==> src/rtl/eth_tx_arb_if.sv <==
// eth_tx_arb_if: 64-bit AXI-Stream bundle shared by the arbiter inputs and output.
// master drives the beat, slave drives tready.
interface eth_tx_arb_if;
    logic [63:0] tdata;
    logic [7:0]  tkeep;
    logic        tvalid;
    logic        tlast;
    logic        tuser;
    logic        tready;

    modport master (
        output tdata, tkeep, tvalid, tlast, tuser,
        input  tready
    );

    modport slave (
        input  tdata, tkeep, tvalid, tlast, tuser,
        output tready
    );
endinterface

==> src/rtl/eth_tx_arb.sv <==
// eth_tx_arb: frame-granular 2:1 AXI-Stream arbiter for the 10G MAC TX port.
// Pass-through data path, programmable inter-frame gap, beat watchdog abort.
module eth_tx_arb #(
    parameter int C_STRICT   = 0,
    parameter int IFG_CYCLES = 1,
    parameter int MAX_BEATS  = 1200
) (
    input  logic         tx_clk,
    input  logic         tx_reset,
    eth_tx_arb_if.slave  s0,
    eth_tx_arb_if.slave  s1,
    eth_tx_arb_if.master m,
    output logic [15:0]  frm_cnt0,
    output logic [15:0]  frm_cnt1,
    output logic         trunc_err,
    output logic [3:0]   arb_dbg
);

    localparam logic [2:0] S_IDLE  = 3'd0;
    localparam logic [2:0] S_XFER  = 3'd1;
    localparam logic [2:0] S_DRAIN = 3'd2;
    localparam logic [2:0] S_GAP   = 3'd3;

    localparam logic [2:0]  S_AFTER  = (IFG_CYCLES > 0) ? S_GAP : S_IDLE;
    localparam logic [15:0] LAST_IDX = 16'(MAX_BEATS - 1);
    localparam logic [3:0]  GAP_LAST = 4'(IFG_CYCLES - 1);

    logic [2:0]  state_q, state_d;
    logic        grant_q, grant_d;
    logic        last_grant_q, last_grant_d;
    logic [15:0] beat_cnt_q, beat_cnt_d;
    logic [3:0]  gap_cnt_q, gap_cnt_d;
    logic [15:0] frm0_q, frm0_d;
    logic [15:0] frm1_q, frm1_d;
    logic        trunc_q, trunc_d;
    logic [63:0] data_q;
    logic [7:0]  keep_q;

    logic [63:0] g_tdata;
    logic [7:0]  g_tkeep;
    logic        g_tvalid, g_tlast, g_tuser;
    logic        xfer, drain, at_max, trunc_beat;
    logic        g_ready, acc, pick1;

    assign g_tdata  = grant_q ? s1.tdata  : s0.tdata;
    assign g_tkeep  = grant_q ? s1.tkeep  : s0.tkeep;
    assign g_tvalid = grant_q ? s1.tvalid : s0.tvalid;
    assign g_tlast  = grant_q ? s1.tlast  : s0.tlast;
    assign g_tuser  = grant_q ? s1.tuser  : s0.tuser;

    assign xfer       = (state_q == S_XFER);
    assign drain      = (state_q == S_DRAIN);
    assign at_max     = (beat_cnt_q == LAST_IDX);
    assign trunc_beat = xfer & at_max & ~g_tlast;

    // Watchdog abort rewrites the runaway beat as a bad end-of-frame.
    assign m.tvalid = xfer & g_tvalid;
    assign m.tlast  = xfer & (g_tlast | at_max);
    assign m.tuser  = xfer & (g_tuser | trunc_beat);
    assign m.tdata  = xfer ? g_tdata : data_q;
    assign m.tkeep  = xfer ? g_tkeep : keep_q;

    assign g_ready   = (xfer & m.tready) | drain;
    assign s0.tready = ~grant_q & g_ready;
    assign s1.tready = grant_q & g_ready;
    assign acc       = m.tvalid & m.tready;

    // Round-robin only breaks ties; a lone requester always wins.
    assign pick1 = (C_STRICT != 0)
                 ? s1.tvalid
                 : s1.tvalid & (~s0.tvalid | ~last_grant_q);

    always_comb begin
        state_d      = state_q;
        grant_d      = grant_q;
        last_grant_d = last_grant_q;
        beat_cnt_d   = beat_cnt_q;
        gap_cnt_d    = gap_cnt_q;
        frm0_d       = frm0_q;
        frm1_d       = frm1_q;
        trunc_d      = 1'b0;
        unique case (state_q)
            S_IDLE: begin
                if (s0.tvalid | s1.tvalid) begin
                    grant_d = pick1;
                    state_d = S_XFER;
                end
            end
            S_XFER: begin
                if (acc) begin
                    beat_cnt_d = beat_cnt_q + 16'd1;
                    if (g_tlast | at_max) begin
                        beat_cnt_d   = 16'd0;
                        gap_cnt_d    = 4'd0;
                        last_grant_d = grant_q;
                        if (grant_q) frm1_d = frm1_q + 16'd1;
                        else         frm0_d = frm0_q + 16'd1;
                        trunc_d = trunc_beat;
                        state_d = trunc_beat ? S_DRAIN : S_AFTER;
                    end
                end
            end
            S_DRAIN: begin
                if (g_tvalid & g_tlast) begin
                    gap_cnt_d = 4'd0;
                    state_d   = S_AFTER;
                end
            end
            S_GAP: begin
                if (gap_cnt_q == GAP_LAST) state_d = S_IDLE;
                else gap_cnt_d = gap_cnt_q + 4'd1;
            end
            default: state_d = S_IDLE;
        endcase
    end

    always_ff @(posedge tx_clk or posedge tx_reset) begin
        if (tx_reset) begin
            state_q      <= S_IDLE;
            grant_q      <= 1'b0;
            last_grant_q <= 1'b1;
            beat_cnt_q   <= 16'd0;
            gap_cnt_q    <= 4'd0;
            frm0_q       <= 16'd0;
            frm1_q       <= 16'd0;
            trunc_q      <= 1'b0;
            data_q       <= 64'd0;
            keep_q       <= 8'd0;
        end else begin
            state_q      <= state_d;
            grant_q      <= grant_d;
            last_grant_q <= last_grant_d;
            beat_cnt_q   <= beat_cnt_d;
            gap_cnt_q    <= gap_cnt_d;
            frm0_q       <= frm0_d;
            frm1_q       <= frm1_d;
            trunc_q      <= trunc_d;
            if (xfer) begin
                data_q <= g_tdata;
                keep_q <= g_tkeep;
            end
        end
    end

    assign frm_cnt0  = frm0_q;
    assign frm_cnt1  = frm1_q;
    assign trunc_err = trunc_q;
    assign arb_dbg   = {grant_q, state_q};

endmodule

==> src/flat_wrapper.sv <==
// flat-port wrapper written by rule: the top's interface ports become plain ports
module eth_tx_arb_flat 
#(
    parameter int C_STRICT   = 0,
    parameter int IFG_CYCLES = 1,
    parameter int MAX_BEATS  = 1200
)
  (tx_clk, tx_reset, frm_cnt0, frm_cnt1, trunc_err, arb_dbg, s0_tdata, s0_tkeep, s0_tvalid, s0_tlast, s0_tuser, s0_tready, s1_tdata, s1_tkeep, s1_tvalid, s1_tlast, s1_tuser, s1_tready, m_tdata, m_tkeep, m_tvalid, m_tlast, m_tuser, m_tready);
  eth_tx_arb_if s0_i ();
  eth_tx_arb_if s1_i ();
  eth_tx_arb_if m_i ();
  input  logic tx_clk;
  input  logic tx_reset;
  output logic [15:0] frm_cnt0;
  output logic [15:0] frm_cnt1;
  output logic trunc_err;
  output logic [3:0] arb_dbg;
  input wire logic [$bits(s0_i.tdata)-1:0] s0_tdata;
  input wire logic [$bits(s0_i.tkeep)-1:0] s0_tkeep;
  input wire logic [$bits(s0_i.tvalid)-1:0] s0_tvalid;
  input wire logic [$bits(s0_i.tlast)-1:0] s0_tlast;
  input wire logic [$bits(s0_i.tuser)-1:0] s0_tuser;
  output wire logic [$bits(s0_i.tready)-1:0] s0_tready;
  input wire logic [$bits(s1_i.tdata)-1:0] s1_tdata;
  input wire logic [$bits(s1_i.tkeep)-1:0] s1_tkeep;
  input wire logic [$bits(s1_i.tvalid)-1:0] s1_tvalid;
  input wire logic [$bits(s1_i.tlast)-1:0] s1_tlast;
  input wire logic [$bits(s1_i.tuser)-1:0] s1_tuser;
  output wire logic [$bits(s1_i.tready)-1:0] s1_tready;
  output wire logic [$bits(m_i.tdata)-1:0] m_tdata;
  output wire logic [$bits(m_i.tkeep)-1:0] m_tkeep;
  output wire logic [$bits(m_i.tvalid)-1:0] m_tvalid;
  output wire logic [$bits(m_i.tlast)-1:0] m_tlast;
  output wire logic [$bits(m_i.tuser)-1:0] m_tuser;
  input wire logic [$bits(m_i.tready)-1:0] m_tready;
  assign s0_i.tdata = s0_tdata;
  assign s0_i.tkeep = s0_tkeep;
  assign s0_i.tvalid = s0_tvalid;
  assign s0_i.tlast = s0_tlast;
  assign s0_i.tuser = s0_tuser;
  assign s0_tready = s0_i.tready;
  assign s1_i.tdata = s1_tdata;
  assign s1_i.tkeep = s1_tkeep;
  assign s1_i.tvalid = s1_tvalid;
  assign s1_i.tlast = s1_tlast;
  assign s1_i.tuser = s1_tuser;
  assign s1_tready = s1_i.tready;
  assign m_tdata = m_i.tdata;
  assign m_tkeep = m_i.tkeep;
  assign m_tvalid = m_i.tvalid;
  assign m_tlast = m_i.tlast;
  assign m_tuser = m_i.tuser;
  assign m_i.tready = m_tready;
  eth_tx_arb #(.C_STRICT(C_STRICT), .IFG_CYCLES(IFG_CYCLES), .MAX_BEATS(MAX_BEATS)) u_core (.tx_clk(tx_clk), .tx_reset(tx_reset), .s0(s0_i), .s1(s1_i), .m(m_i), .frm_cnt0(frm_cnt0), .frm_cnt1(frm_cnt1), .trunc_err(trunc_err), .arb_dbg(arb_dbg));
endmodule
==> config.mk <==
export PLATFORM = sky130hd
export DESIGN_NAME = eth_tx_arb_flat
export DESIGN_NICKNAME = d
export VERILOG_FILES = /design/src/rtl/eth_tx_arb_if.sv /design/src/rtl/eth_tx_arb.sv /design/src/flat_wrapper.sv
export SDC_FILE = /design/constraint.sdc
export NUM_CORES = 1
export LEC_CHECK = 0
export BUFFER_PORTS_ARGS = -buffer_cell sky130_fd_sc_hd__buf_4
export CORE_AREA = 2 2 123 125
export CTS_BUF_LIST = sky130_fd_sc_hd__clkbuf_8 sky130_fd_sc_hd__clkbuf_16
export CTS_CLUSTER_SIZE = 8
export DETAILED_ROUTE_END_ITERATION = 10
export DIE_AREA = 0 0 125 127
export PLACE_DENSITY_LB_ADDON = 0.05
export SYNTH_ARGS = -nofsm -noshare
export SYNTH_HDL_FRONTEND = slang
export SYNTH_SLANG_ARGS = --single-unit
export TNS_END_PERCENT = 10
==> constraint.sdc <==
create_clock -name tx_clk -period 3.5 [get_ports tx_clk]
set_input_delay 0.175 -clock tx_clk [delete_from_list [all_inputs] [get_ports tx_clk]]
set_output_delay 0.175 -clock tx_clk [all_outputs]
set_load 0.005 [all_outputs]
# Word level (Yosys, flattened, before mapping)

Cells that the tools add are included.

Register bits after elaboration: 130
Output and inout bits: 114
Word-level logic and storage cells: 77

$add $sub $neg: 4
Equal/unequal tests: 10
Multiplexer cells: 23
Bitwise gates (word level): 20
Reduce and logical (&&, ||, !) cells: 10

Operators with widths:

| cell                                                                    | count |
|---|---|
| 64-bit 2-to-1 mux                                                       | 2 |
| 16-bit by 1-bit adder with 16-bit output, second input constant         | 3 |
| 16-bit by 11-bit equality test with 1-bit output, second input constant | 1 |
| 16-bit 2-to-1 mux                                                       | 1 |
| 4-bit 2-to-1 mux                                                        | 4 |
| 8-bit 2-to-1 mux                                                        | 2 |
| 3-bit 2-to-1 mux                                                        | 5 |
| 3-bit one-hot mux with 4 select lines                                   | 1 |
| 4-bit one-hot mux with 3 select lines                                   | 1 |
| 1-bit bitwise AND                                                       | 11 |
| 5-bit AND reduction                                                     | 2 |
| 2-bit inequality test, second input constant                            | 4 |
| 4-bit AND reduction                                                     | 2 |
| 1-bit 2-to-1 mux                                                        | 7 |
| 3-bit by 2-bit equality test with 1-bit output, second input constant   | 2 |
| 1-bit OR                                                                | 5 |
| 4-bit by 1-bit adder with 4-bit output, second input constant           | 1 |
| 4-bit zero test                                                         | 1 |
| 2-bit by 1-bit inequality test with 1-bit output, second input constant | 2 |
| 1-bit NOT                                                               | 4 |
| 2-bit AND reduction                                                     | 2 |
| 3-bit by 1-bit equality test with 1-bit output, second input constant   | 1 |
| 3-bit zero test                                                         | 1 |
| 3-bit AND reduction                                                     | 1 |
| 3-bit nonzero test                                                      | 1 |

# Longest topological paths before layout

Depth after elaboration: 7
Gate-level depth with buffers: 9

# Worst setup path before layout

Ideal clock, no wire load.

Kind: reg2reg
From: register u_core.state_q[1]
To: register u_core.frm0_q[7], in the netlist u_core.frm_cnt0[7]
Library setup time: 0.123 ns
Arrival: 1.920 ns
Data required time: 3.377 ns
Path slack: 1.457 ns
Cell stages (with the launch flop): 9
Buffers on the path: 1
Clock period less this slack: 2.043 ns
Path through: dfrtp_1 > inv_1 > ha_1 > clkbuf_1 > and2_1 > nand2_2 > a2111oi_4 > nand4_1 > xnor2_1

Word-level cells in the longest chain between the ends: 4

RTL lines:

| item                                               | line                               | text |
|---|---|---|
| from (decl)                                        | eth_tx_arb.sv:28                   | `logic [2:0] state_q, state_d;` |
| from (signal assigned)                             | eth_tx_arb.sv:130                  | `state_q <= state_d;` |
| 3-bit by 1-bit equality test with 1-bit output (*) | eth_tx_arb.sv:51, eth_tx_arb.sv:82 |  |
| 1-bit bitwise AND                                  | eth_tx_arb.sv:57                   | `assign m.tvalid = xfer & g_tvalid;` |
| 1-bit bitwise AND                                  | eth_tx_arb.sv:66                   | `assign acc = m.tvalid & m.tready;` |
| 4-bit AND reduction (no line) (*)                  | n/a                                |  |
| to (signal assigned)                               | eth_tx_arb.sv:135                  | `frm0_q <= frm0_d;` |
| to (decl)                                          | eth_tx_arb.sv:33                   | `logic [15:0] frm0_q, frm0_d;` |

Mark *: on every way between the ends. The rest lies on a longest branch, timed or not.
A chain may end at the register's enable or synchronous reset.

# Final worst setup path

From: register u_core.grant_q
To: output port m_tdata[39]

Word-level cells in the longest chain between the ends: 2

RTL lines:

| item                   | line               | text |
|---|---|---|
| from (decl)            | eth_tx_arb.sv:29   | `logic grant_q, grant_d;` |
| from (signal assigned) | eth_tx_arb.sv:131  | `grant_q <= grant_d;` |
| 64-bit 2-to-1 mux      | eth_tx_arb.sv:45   | `assign g_tdata = grant_q ? s1.tdata : s0.tdata;` |
| 64-bit 2-to-1 mux      | n/a                |  |
| to (decl)              | flat_wrapper.sv:30 | `output wire logic [$bits(m_i.tdata)-1:0] m_tdata;` |

Every way passes these cells.

==> results.yml <==
clocking:
  cts_sinks: 129
  cts_buffers: 17
  clk_path_buf_depth: 2
  clk_latency_ps: 410
  htree_num_levels: 4
  cts_tree: "yes"
  post_cts_buffers: 0
  cts.reportedPaths.clkPinSlew_ps: 50
  cts.root.buffer_cell: "clkbuf_16"
placed_design:
  place_inst: 1024
  hpwl_um: 13200
  io_buffers: 265
  routabilityCongestion: 0.889
route:
  routed_via_density: 5.07
  dr.pass1.iters: 4
  drc_errors: 0
  wirelength_um: 17600
  wl_per_cell_um: 16.7
  drt_iter0_drc: 243
  vias: 5352
  drt.antenna.violating_nets: 0
worst_hold_path:
  holdPathStages: 2
  hold_path.class: "primary input to flip-flop"
floorplan:
  start_util_pct: 43.4
  fp.dieArea_um2: 15900
  dieWidth_um: 125
  rows: 44
  dieHeight_um: 127
  io_pins: 267
  coreArea_um2: 14400
setup_path:
  end_kind: "primary output"
  worstPathRequired_ps: 3320
  critical-path-top-delay-family: "buffers and inverters"
  rr_worst_depth: 5
  cpMaxStageDelayCell: "buf_4"
  cp_max_fo: 54
  arrival_ps: 2640
  crit_chain: "buf_4 > mux2i_1 > a21oi_1 > buf_4"
  crit_type: "flip-flop to primary output"
  crit_top_cell: "buf_4"
  max_stage_delay_ps: 810
  path_depth: 4
  worstSetupStartpointType: "flip-flop"
  cp.buffers_inverters: 2
layout:
  synthToLayoutAreaGrowth_pct: 43.3
  final_net_count: 1022
  final_common_cell: "buf_4"
  n_fill_cell: 1231
  mostFrequentLayoutCells: "buf_4 (271), dfrtp_1 (127), nor2_1 (85)"
  stdcell_count: 1055
  drive_gt1_share_pct: 36.4
  antenna_cells: 0
timing:
  slew_headroom_pct: 39.4
  report.final.hold_viol_count: 0
  finalSetupViolations: 0
  setup_tns_ps: 0
  tightest_slew_ps: 908
  fmax_mhz: 356
  skew_ps: 9.99
  drv_slew: 0
  period_minus_slack_ps: 2810
  rsz0062_at_grt: "false"
  finalCritPeriodShare_pct: 80.4
synthesis:
  ys_ff_latch: 129
  synth_ff_type: "dfrtp_1"
  async_reset_ff_share_pct: 100
  yosysWarnings: 0
  synth_nets: 761
  avgSynthCellArea_um2: 10.4
  synthCells: 599
  synth_edf_count: 0
  ys_seq_area_share_pct: 51.6
  synthesis.area_um2: 6260
  synth.distinct_cells: 49
grt:
  grt_antenna_before_repair: 0
  grt_max_degree: 151
  grt_first_pass_wirelength_um: 28200
  grt_pass1_vias: 5565
  grt.overflow.total: 0
  grt_use_total_pct: 22.3
power_and_ir_drop:
  finalPower_mw: 7.05
  peakVddDrop_mv: 0.536
  total_leakage_power_nw: 4.41
  p_per_area_nw_per_um2: 786
flow_run:
  drv_cap: 0
run_status:
  status: "finished, final reports clean"
## what timing repair did
action,CTS,global route
hold buffers,1,0
endpoints found under the hold margin,17,0
endpoints found under the setup margin,0,0
resized for setup,0,0
## logic make-up (layout without fill, tap and decap cells)
family	after synthesis	count (layout)	share of synthesized area (%)
AO/OA/AOI/OAI	104	104	9.42
XOR/XNOR	37	37	5.18
adder cells (fa/ha/maj)	9	9	1.80
buffers and inverters	43	315	3.06
flip-flops	129	129	51.6
multiplexers	82	82	13.4
other	1	1	0.0599
AND/OR/NAND/NOR	194	194	15.5
## registers in the layout (all words and copies together), names as in the netlist
signal and count:
u_core.keep_q 8, u_core.frm_cnt1 16, u_core.trunc_err 1, u_core.grant_q 1, u_core.frm_cnt0 16, u_core.state_q 2, u_core.data_q 64, u_core.gap_cnt_q 4
u_core.last_grant_q 1, u_core.beat_cnt_q 16
## through the flow
| step | hold slack, ps | setup slack, ps | cell area (um2) | util [%] |
|---|---|---|---|---|
| after global placement | 208 | 1140 | 8420 | 58.4 |
| final | 66.1 | 688 | 8970 | 62.2 |
| after CTS | 53.2 | 654 | 8970 | 62.2 |
| after floorplan | 345 | 1460 | 6260 | - |
| after detailed placement | 212 | 1110 | 8420 | 58.4 |
| after global routing | 61.7 | 449 | 8970 | 62.2 |
## layer usage
metal	GRT usage [%]	vias to the layer above	wire length (um)
li1	-	2618	-
met2	36.8	175	8580
met1	26.6	2530	7230
met3	8.71	29	1340
met4	8.30	0	498
met5	0	-	0
## cell usage after synthesis, types with 2 or more instances
cell type	count	area [um2]
xor2_1	4	35.0
mux2i_1	76	761
dfrtp_1	128	3200
nand4_1	19	119
nand2_1	23	86.3
or3_1	5	31.3
nor2_1	85	319
nand3_1	14	70.1
and2_1	6	37.5
a21oi_1	79	395
o21ai_0	12	60.1
buf_4	2	15.0
xnor2_1	33	289
nor3b_1	4	30.0
nor2b_1	3	18.8
and3_1	10	62.6
and4_1	6	52.6
ha_1	9	113
clkbuf_1	16	60.1
buf_2	6	30.0
nor3_1	10	50.1
buf_1	5	18.8
nand2b_1	2	12.5
buf_6	2	22.5
mux2_2	4	45.0
and4bb_2	2	25.0
inv_1	12	45.0
## final cells by class
cell class                 instances  area [um2]  share of cell area (%)
clock buffer                      23         508                    5.66
inverter                          12        48.8                   0.544
timing repair buffer             273        2060                    23.0
sequential                       129        3230                    36.0
multi-input combinational        427        2850                    31.8
tap                              184         230                    2.57
clock inverter                     7        35.0                   0.391
## path summary, 6_finish.rpt
check	from	endpoint	slack, ps
max	u_core.grant_q	m_tdata[39]	690
min	s1_tvalid	u_core.grant_q	70
max reg2reg	u_core.grant_q	u_core.frm_cnt1[3]	1090
min reg2reg	u_core.frm_cnt1[15]	u_core.frm_cnt1[15]	480
max in group asynchronous	tx_reset	u_core.data_q[52]	2220
min in group asynchronous	tx_reset	u_core.data_q[21]	330
## power breakdown
part / total, mW / internal (mW) / switching (mW)
combinational: 3.18 / 1.58 / 1.60
sequential: 2.27 / 1.99 / 0.282
clock: 1.61 / 0.999 / 0.606
total: 7.05 / 4.57 / 2.48
(Power assumes the default switching activity.)
